--- src/rtl/core_pkg.sv ---
// Shared core constants and types used by the register-file dump engine,
// the register file and the decode stage.
package core_pkg;

    localparam int XLEN  = 64;
    localparam int NREGS = 32;

    typedef logic [4:0] reg_idx_t;

    typedef enum logic [1:0] {
        IDLE,
        FETCH,
        SEND,
        DONE
    } dump_state_t;

endpackage

--- src/rtl/regfile_dump_if.sv ---
// Valid/ready beat stream carrying one register index and value per beat.
interface regfile_dump_if #(
    parameter int XLEN = core_pkg::XLEN
);

    logic                  out_valid;
    logic                  out_ready;
    core_pkg::reg_idx_t    out_idx;
    logic [XLEN-1:0]       out_data;
    logic                  out_last;

    modport master (
        output out_valid,
        input  out_ready,
        output out_idx,
        output out_data,
        output out_last
    );

    modport slave (
        input  out_valid,
        output out_ready,
        input  out_idx,
        input  out_data,
        input  out_last
    );

endinterface

--- src/rtl/regfile_dump.sv ---
// Debug read-out engine: walks x0..NREGS-1 through an async register-file read
// port and streams each value out, holding a freeze request while active.
module regfile_dump #(
    parameter int XLEN  = core_pkg::XLEN,
    parameter int NREGS = core_pkg::NREGS
) (
    input  logic                  clk,
    input  logic                  rst,
    input  logic                  start,
    output logic                  busy,
    output logic                  done,
    output logic                  freeze_req,
    output core_pkg::reg_idx_t    rf_addr,
    input  logic [XLEN-1:0]       rf_data,
    regfile_dump_if.master        out_if
);

    localparam core_pkg::reg_idx_t LAST_IDX = core_pkg::reg_idx_t'(NREGS - 1);
    localparam core_pkg::reg_idx_t ONE_IDX  = core_pkg::reg_idx_t'(1);

    core_pkg::dump_state_t state_q, state_d;
    core_pkg::reg_idx_t    idx_q, idx_d;
    core_pkg::reg_idx_t    out_idx_q, out_idx_d;
    logic [XLEN-1:0]       out_data_q, out_data_d;
    logic                  out_valid_q, out_valid_d;
    logic                  handshake;

    assign handshake = out_valid_q & out_if.out_ready;

    // On a handshake the read address already points at the next register, so
    // its value is captured at the same edge and beats run back to back.
    always_comb begin
        state_d     = state_q;
        idx_d       = idx_q;
        out_idx_d   = out_idx_q;
        out_data_d  = out_data_q;
        out_valid_d = out_valid_q;
        rf_addr     = '0;

        case (state_q)
            core_pkg::IDLE: begin
                if (start) begin
                    state_d = core_pkg::FETCH;
                    idx_d   = '0;
                end
            end
            core_pkg::FETCH: begin
                rf_addr     = idx_q;
                out_data_d  = rf_data;
                out_idx_d   = idx_q;
                out_valid_d = 1'b1;
                state_d     = core_pkg::SEND;
            end
            core_pkg::SEND: begin
                rf_addr = idx_q;
                if (handshake) begin
                    if (idx_q == LAST_IDX) begin
                        out_valid_d = 1'b0;
                        state_d     = core_pkg::DONE;
                    end else begin
                        rf_addr    = idx_q + ONE_IDX;
                        out_data_d = rf_data;
                        out_idx_d  = idx_q + ONE_IDX;
                        idx_d      = idx_q + ONE_IDX;
                    end
                end
            end
            core_pkg::DONE: begin
                state_d = core_pkg::IDLE;
            end
            default: begin
                state_d = core_pkg::IDLE;
            end
        endcase
    end

    always_ff @(posedge clk or posedge rst) begin
        if (rst) begin
            state_q     <= core_pkg::IDLE;
            idx_q       <= '0;
            out_idx_q   <= '0;
            out_data_q  <= '0;
            out_valid_q <= 1'b0;
        end else begin
            state_q     <= state_d;
            idx_q       <= idx_d;
            out_idx_q   <= out_idx_d;
            out_data_q  <= out_data_d;
            out_valid_q <= out_valid_d;
        end
    end

    assign busy              = (state_q != core_pkg::IDLE);
    assign done              = (state_q == core_pkg::DONE);
    assign freeze_req        = busy;
    assign out_if.out_valid  = out_valid_q;
    assign out_if.out_idx    = out_idx_q;
    assign out_if.out_data   = out_data_q;
    assign out_if.out_last   = out_valid_q & (out_idx_q == LAST_IDX);

endmodule
--- src/flat_wrapper.sv ---
// flat-port wrapper written by rule: the top's interface ports become plain ports
module regfile_dump_flat 
#(
    parameter int XLEN  = core_pkg::XLEN,
    parameter int NREGS = core_pkg::NREGS
)
  (clk, rst, start, busy, done, freeze_req, rf_addr, rf_data, out_if_out_valid, out_if_out_ready, out_if_out_idx, out_if_out_data, out_if_out_last);
  regfile_dump_if #(.XLEN(XLEN)) out_if_i ();
  input  logic clk;
  input  logic rst;
  input  logic start;
  output logic busy;
  output logic done;
  output logic freeze_req;
  output core_pkg::reg_idx_t rf_addr;
  input  logic [XLEN-1:0] rf_data;
  output wire logic [$bits(out_if_i.out_valid)-1:0] out_if_out_valid;
  input wire logic [$bits(out_if_i.out_ready)-1:0] out_if_out_ready;
  output wire logic [$bits(out_if_i.out_idx)-1:0] out_if_out_idx;
  output wire logic [$bits(out_if_i.out_data)-1:0] out_if_out_data;
  output wire logic [$bits(out_if_i.out_last)-1:0] out_if_out_last;
  assign out_if_out_valid = out_if_i.out_valid;
  assign out_if_i.out_ready = out_if_out_ready;
  assign out_if_out_idx = out_if_i.out_idx;
  assign out_if_out_data = out_if_i.out_data;
  assign out_if_out_last = out_if_i.out_last;
  regfile_dump #(.XLEN(XLEN), .NREGS(NREGS)) u_core (.clk(clk), .rst(rst), .start(start), .busy(busy), .done(done), .freeze_req(freeze_req), .rf_addr(rf_addr), .rf_data(rf_data), .out_if(out_if_i));
endmodule
--- config.mk ---
export PLATFORM = sky130hd
export DESIGN_NAME = regfile_dump_flat
export DESIGN_NICKNAME = d
export VERILOG_FILES = /design/src/rtl/core_pkg.sv /design/src/rtl/regfile_dump_if.sv /design/src/rtl/regfile_dump.sv /design/src/flat_wrapper.sv
export SDC_FILE = /design/constraint.sdc
export NUM_CORES = 1
export LEC_CHECK = 0
export ABC_AREA = 1
export BUFFER_PORTS_ARGS = -buffer_cell sky130_fd_sc_hd__buf_4
export CAP_MARGIN = 40
export CORE_UTILIZATION = 45
export DETAILED_ROUTE_END_ITERATION = 6
export HOLD_SLACK_MARGIN = 0.12
export MAX_ROUTING_LAYER = met4
export PLACE_DENSITY = 0.77
export SLEW_MARGIN = 5
export SYNTH_ARGS = -nofsm -noshare
export SYNTH_HDL_FRONTEND = slang
export SYNTH_SLANG_ARGS = --single-unit
--- constraint.sdc ---
create_clock -name clk -period 6.2 [get_ports clk]
set_input_delay 0.93 -clock clk [delete_from_list [all_inputs] [get_ports clk]]
set_output_delay 0.93 -clock clk [all_outputs]
set_load 0.01 [all_outputs]
; After elaboration in Yosys (flattened, before gate mapping)
; Cells that the tools add are included.
[totals]
regBits = 77
inputBits = 68
wordCells = 43
out_inout_bits = 79
[op_classes]
add_sub_neg = 1
n_bitwise = 2
n_mux = 18
n_reduce_logical = 8
eq_ne = 9
[ops]
columns = cell, count
row1 = $mux 64, 2
row2 = $pmux 64 s2, 1
row3 = $pmux 5 s2, 3
row4 = $mux 5, 5
row5 = $eq 5x5->1 const B, 2
row6 = $reduce_and 3->1, 3
row7 = $pmux 2 s4, 1
row8 = $mux 2, 3
row9 = $reduce_bool 2->1, 3
row10 = $add 5x1->5 const B, 1
row11 = $eq 2x2->1 const B, 2
row12 = $ne 2x1->1 const B, 2
row13 = $ne 2x2->1 const B, 2
row14 = $and 1x1->1, 2
row15 = $eq 2x1->1 const B, 1
row16 = $logic_not 2->1, 1
row17 = $mux 1, 2
row18 = $pmux 1 s2, 1
row19 = $reduce_and 2->1, 1

; Depth between registers and ports, before layout
[logic_depth]
depth_word = 4
depth_mapped = 13
depth_no_buf = 11

; Worst setup path after synthesis
; Ideal clock, no wire load.
[synth_timing]
path_kind = reg-to-output
from = reg u_core.idx_q[1]
to = out rf_addr[0]
t_arrival_ns = 1.503
setup_slack_ns = 3.767
required_time_ns = 5.270
path_stages_with_launch = 10
n_path_buf = 0
path_cell_list = dfrtp_1 ha_1 nand2_1 nor2_1 ha_1 inv_1 nand2_1 nor2_1 o21ai_0 a21oi_1
[synth_via]
elab_chain_cells = 4
[synth_rtl]
columns = element, line_no
row1 = from (decl), regfile_dump.sv:22  ; core_pkg::reg_idx_t idx_q, idx_d;
row2 = from (signal assigned), regfile_dump.sv:86  ; idx_q <= idx_d;
row3 = $eq 5x5->1, regfile_dump.sv:57  ; if (idx_q == LAST_IDX) begin
row4 = $mux 5, regfile_dump.sv:57
row5 = $mux 5, n/a
row6 = $pmux 5 s2, regfile_dump.sv:40  ; case (state_q)
row7 = to (decl), flat_wrapper.sv:15  ; output core_pkg::reg_idx_t rf_addr;
; No other way between the ends.

; Worst setup path after layout
[layout_timing]
from = reg u_core.state_q[0]
to = out rf_addr[0]
[layout_via]
elab_chain_cells = 2
[layout_rtl]
columns = element, line_no
row1 = from (decl), regfile_dump.sv:21  ; core_pkg::dump_state_t state_q, state_d;
row2 = from (signal assigned), regfile_dump.sv:79  ; state_q <= core_pkg::IDLE;
row3 = from (signal assigned), regfile_dump.sv:85  ; state_q <= state_d;
row4 = $eq 2x2->1 / $eq 2x1->1 (equally long branches), regfile_dump.sv:40
row5 = $pmux 5 s2 *, regfile_dump.sv:40
; Mark *: on every way between the ends. The rest lies on a longest branch, timed or not.

==> impl_metrics.tcl <==
set metrics [dict create \
    maxCapViolCount 0 \
    cp-start-kind "flop" \
    drt_iter0_markers 126 \
    post_cts.repair.setup_buffers 0 \
    crit_fanout 16 \
    hpwlAfterDp_um 5760 \
    path_class "reg2out" \
    synth_area_leaders "dfrtp_1 58%, nand2_1 26%, ha_1 3.0%" \
    relSlewSlack 0.487 \
    cts_root_buf "clkbuf_8" \
    cts_buffers 9 \
    grt_max_degree 71 \
    cts_tree "yes" \
    synth_fp_nets 471 \
    routed_via_density 4.74 \
    syn2layout_area_growth_pct 41.6 \
    port_buffers 146 \
    maxSlewViolCount 0 \
    rrSetupSlack_ps 3070 \
    start_util 0.477 \
    async_flop_share 1.00 \
    hold_path.class "reg2reg" \
    synth-seq-cells 77 \
    yosys.area.top_type "dfrtp_1" \
    drc 0 \
    vias 3019 \
    pwr_density_cell_nw_per_um2 560 \
    ir_worst_vdd_v 0.000351 \
    worstPathArrival_ps 2290 \
    timing.final.crit_period_ps 3220 \
    hold_start "u_core.out_if.out_data[41]$_DFFE_PP0P_" \
    endpoint_kind "output port" \
    place.gp.congestion 0.785 \
    synth.most_common_cell "nand2_1" \
    dp_cells 621 \
    synth-seq-area-share 0.582 \
    ctsHtreeMaxLevel 3 \
    min_to "u_core.out_if.out_data[41]$_DFFE_PP0P_" \
    syn_inst 395 \
    grt_overflow 0 \
    fin_crit_sh 0.520 \
    stdcell_count 637 \
    synthDominantCellAreaShare 0.582 \
    grt_setup_unrepaired "false" \
    io_pins 147 \
    clockBufferDepth 2 \
    max_freq_mhz 310 \
    antenna_cells 0 \
    ys_types 23 \
    tightest_slew_ps 769 \
    grt_pass1_wl_um 12600 \
    clk_latency_ps 330 \
    status "finished, final reports clean" \
    rr_worst_depth 13 \
    finalHoldViolCount 0 \
    antenna_found_initial 0 \
    grt_pass1_vias 2747 \
    die_x_um 87.8 \
    post_cts_resized 0 \
    core.rowCount 30 \
    wl_per_cell_um 12.8 \
    synth_common_cells "231 x nand2_1, 77 x dfrtp_1, 18 x inv_1, 12 x o21ai_0" \
    clkTransAtPathRegs_ps 90 \
    cts.sinks 77 \
    p_leak_nw 2.64 \
    finalSetupViolCount 0 \
    clock_skew_ps 12.5 \
    required_ps 5270 \
    worstHoldPathCells 2 \
    first_pass_iters 4 \
    grt.total_usage 0.217 \
    ys.flop_type "dfrtp_1" \
    core_um2 6940 \
    ys.warnings.count 0 \
    ant_nets 0 \
    dieArea_um2 7710 \
    avgSynthCellArea_um2 8.38 \
    timing.rr.end "u_core.out_if.out_idx[4]$_DFFE_PP0P_" \
    ctsHoldBuffers 0 \
    netlist_area_um2 3310 \
    drive_gt1_frac 0.316 \
    fin_nets 612 \
    die_height_um 87.8 \
    synth-edff-count 0 \
    r2r_start "u_core.idx_q[0]$_DFFE_PP0P_" \
    routed_wl_um 8140 \
    setup_tns_ps 0 \
]
state kept, by name (all words and copies together), names as in the netlist:
name                     cells
u_core.out_if.out_data      64
u_core.state_q               2
u_core.idx_q                 5
u_core.out_if.out_idx        5
u_core.out_if.out_valid      1
routing by layer:
layer  up-vias  track usage  wire, µm
li1       1494            -         -
met1      1431        0.276      3520
met2        86        0.352      4140
met3         8       0.0292       363
met4         0       0.0879       105
met5         -            -         0
where the power goes:
group | internal (mW) | total, mW | leakage, nW | switching (mW)
Combinational | 0.558 | 1.31 | 1.58 | 0.753
Clock | 0.239 | 0.421 | 0.106 | 0.182
Sequential | 0.748 | 0.894 | 0.952 | 0.146
how the worst max path moves through the flow:
| stage | startpoint | to | slack (ps) | cells past startpoint |
|---|---|---|---|---|
| 2_1_floorplan | rst | u_core.idx_q[0]$_DFFE_PP0P_ | 3300 | 1 |
| 3_3_place_gp | u_core.idx_q[0]$_DFFE_PP0P_ | u_core.out_if.out_idx[4]$_DFFE_PP0P_ | 3190 | 12 |
| 3_5_place_dp | u_core.idx_q[0]$_DFFE_PP0P_ | u_core.out_if.out_idx[4]$_DFFE_PP0P_ | 3130 | 12 |
| 4_1_cts | u_core.state_q[0]$_DFFE_PP0P_ | rf_addr[0] | 2980 | 7 |
| 5_1_grt | u_core.state_q[0]$_DFFE_PP0P_ | rf_addr[0] | 2750 | 7 |
| 6_report | u_core.state_q[0]$_DFFE_PP0P_ | rf_addr[0] | 2980 | 7 |
cell usage in the layout, fill, tap and decap left out, types with 2 or more instances in the layout:
cell and instances:
buf_4 148, nand4_1 2, a21oi_1 6, inv_1 17, nor2_1 3, bufinv_16 2, o21ai_0 12, clkinvlp_4 2
inv_2 2, dfrtp_1 77, nand2_1 231, ha_1 8, nand3_1 7, clkbuf_8 10, o211ai_1 2
worst max-delay path: stages (launching register included):
cell	delay, ps
dfrtp_1	420
inv_1	120
ha_1	600
nand2_1	160
nor2_1	230
o21ai_0	150
a21oi_1	150
buf_4	140
cell type report:
type,count,area [µm²]
Clock inverter,5,83.8
Tap cell,96,120
Sequential cell,77,1930
Multi-Input combinational cell,280,1210
Clock buffer,11,141
Timing Repair Buffer,149,1140
Inverter,19,71.3
Fill cell,595,2260
logic make-up (layout without fill, tap and decap cells):
family / after synthesis / after routing / share of synthesized area
buffers and inverters: 38 / 184 / 0.0563
DFF: 77 / 77 / 0.582
AOI/OAI and AO/OA: 24 / 24 / 0.0412
xor gates and xnor gates: 1 / 1 / 0.00264
and+or+nand+nor: 247 / 247 / 0.288
adders and majority gates: 8 / 8 / 0.0302
metrics by stage:
stage | power (mW) | utilization | setup slack (ps) | hold WS, ps | cell area [µm²]
floorplan | 1.67 | - | 3300 | 503 | 3310
detailed placement | 2.22 | 0.643 | 3130 | 466 | 4460
CTS | 2.65 | 0.675 | 2980 | 486 | 4690
finish | 2.63 | 0.675 | 2980 | 483 | 4690
global route | 2.85 | 0.675 | 2750 | 498 | 4690
global placement | 2.15 | 0.639 | 3190 | 463 | 4440
(Power assumes the default switching activity.)
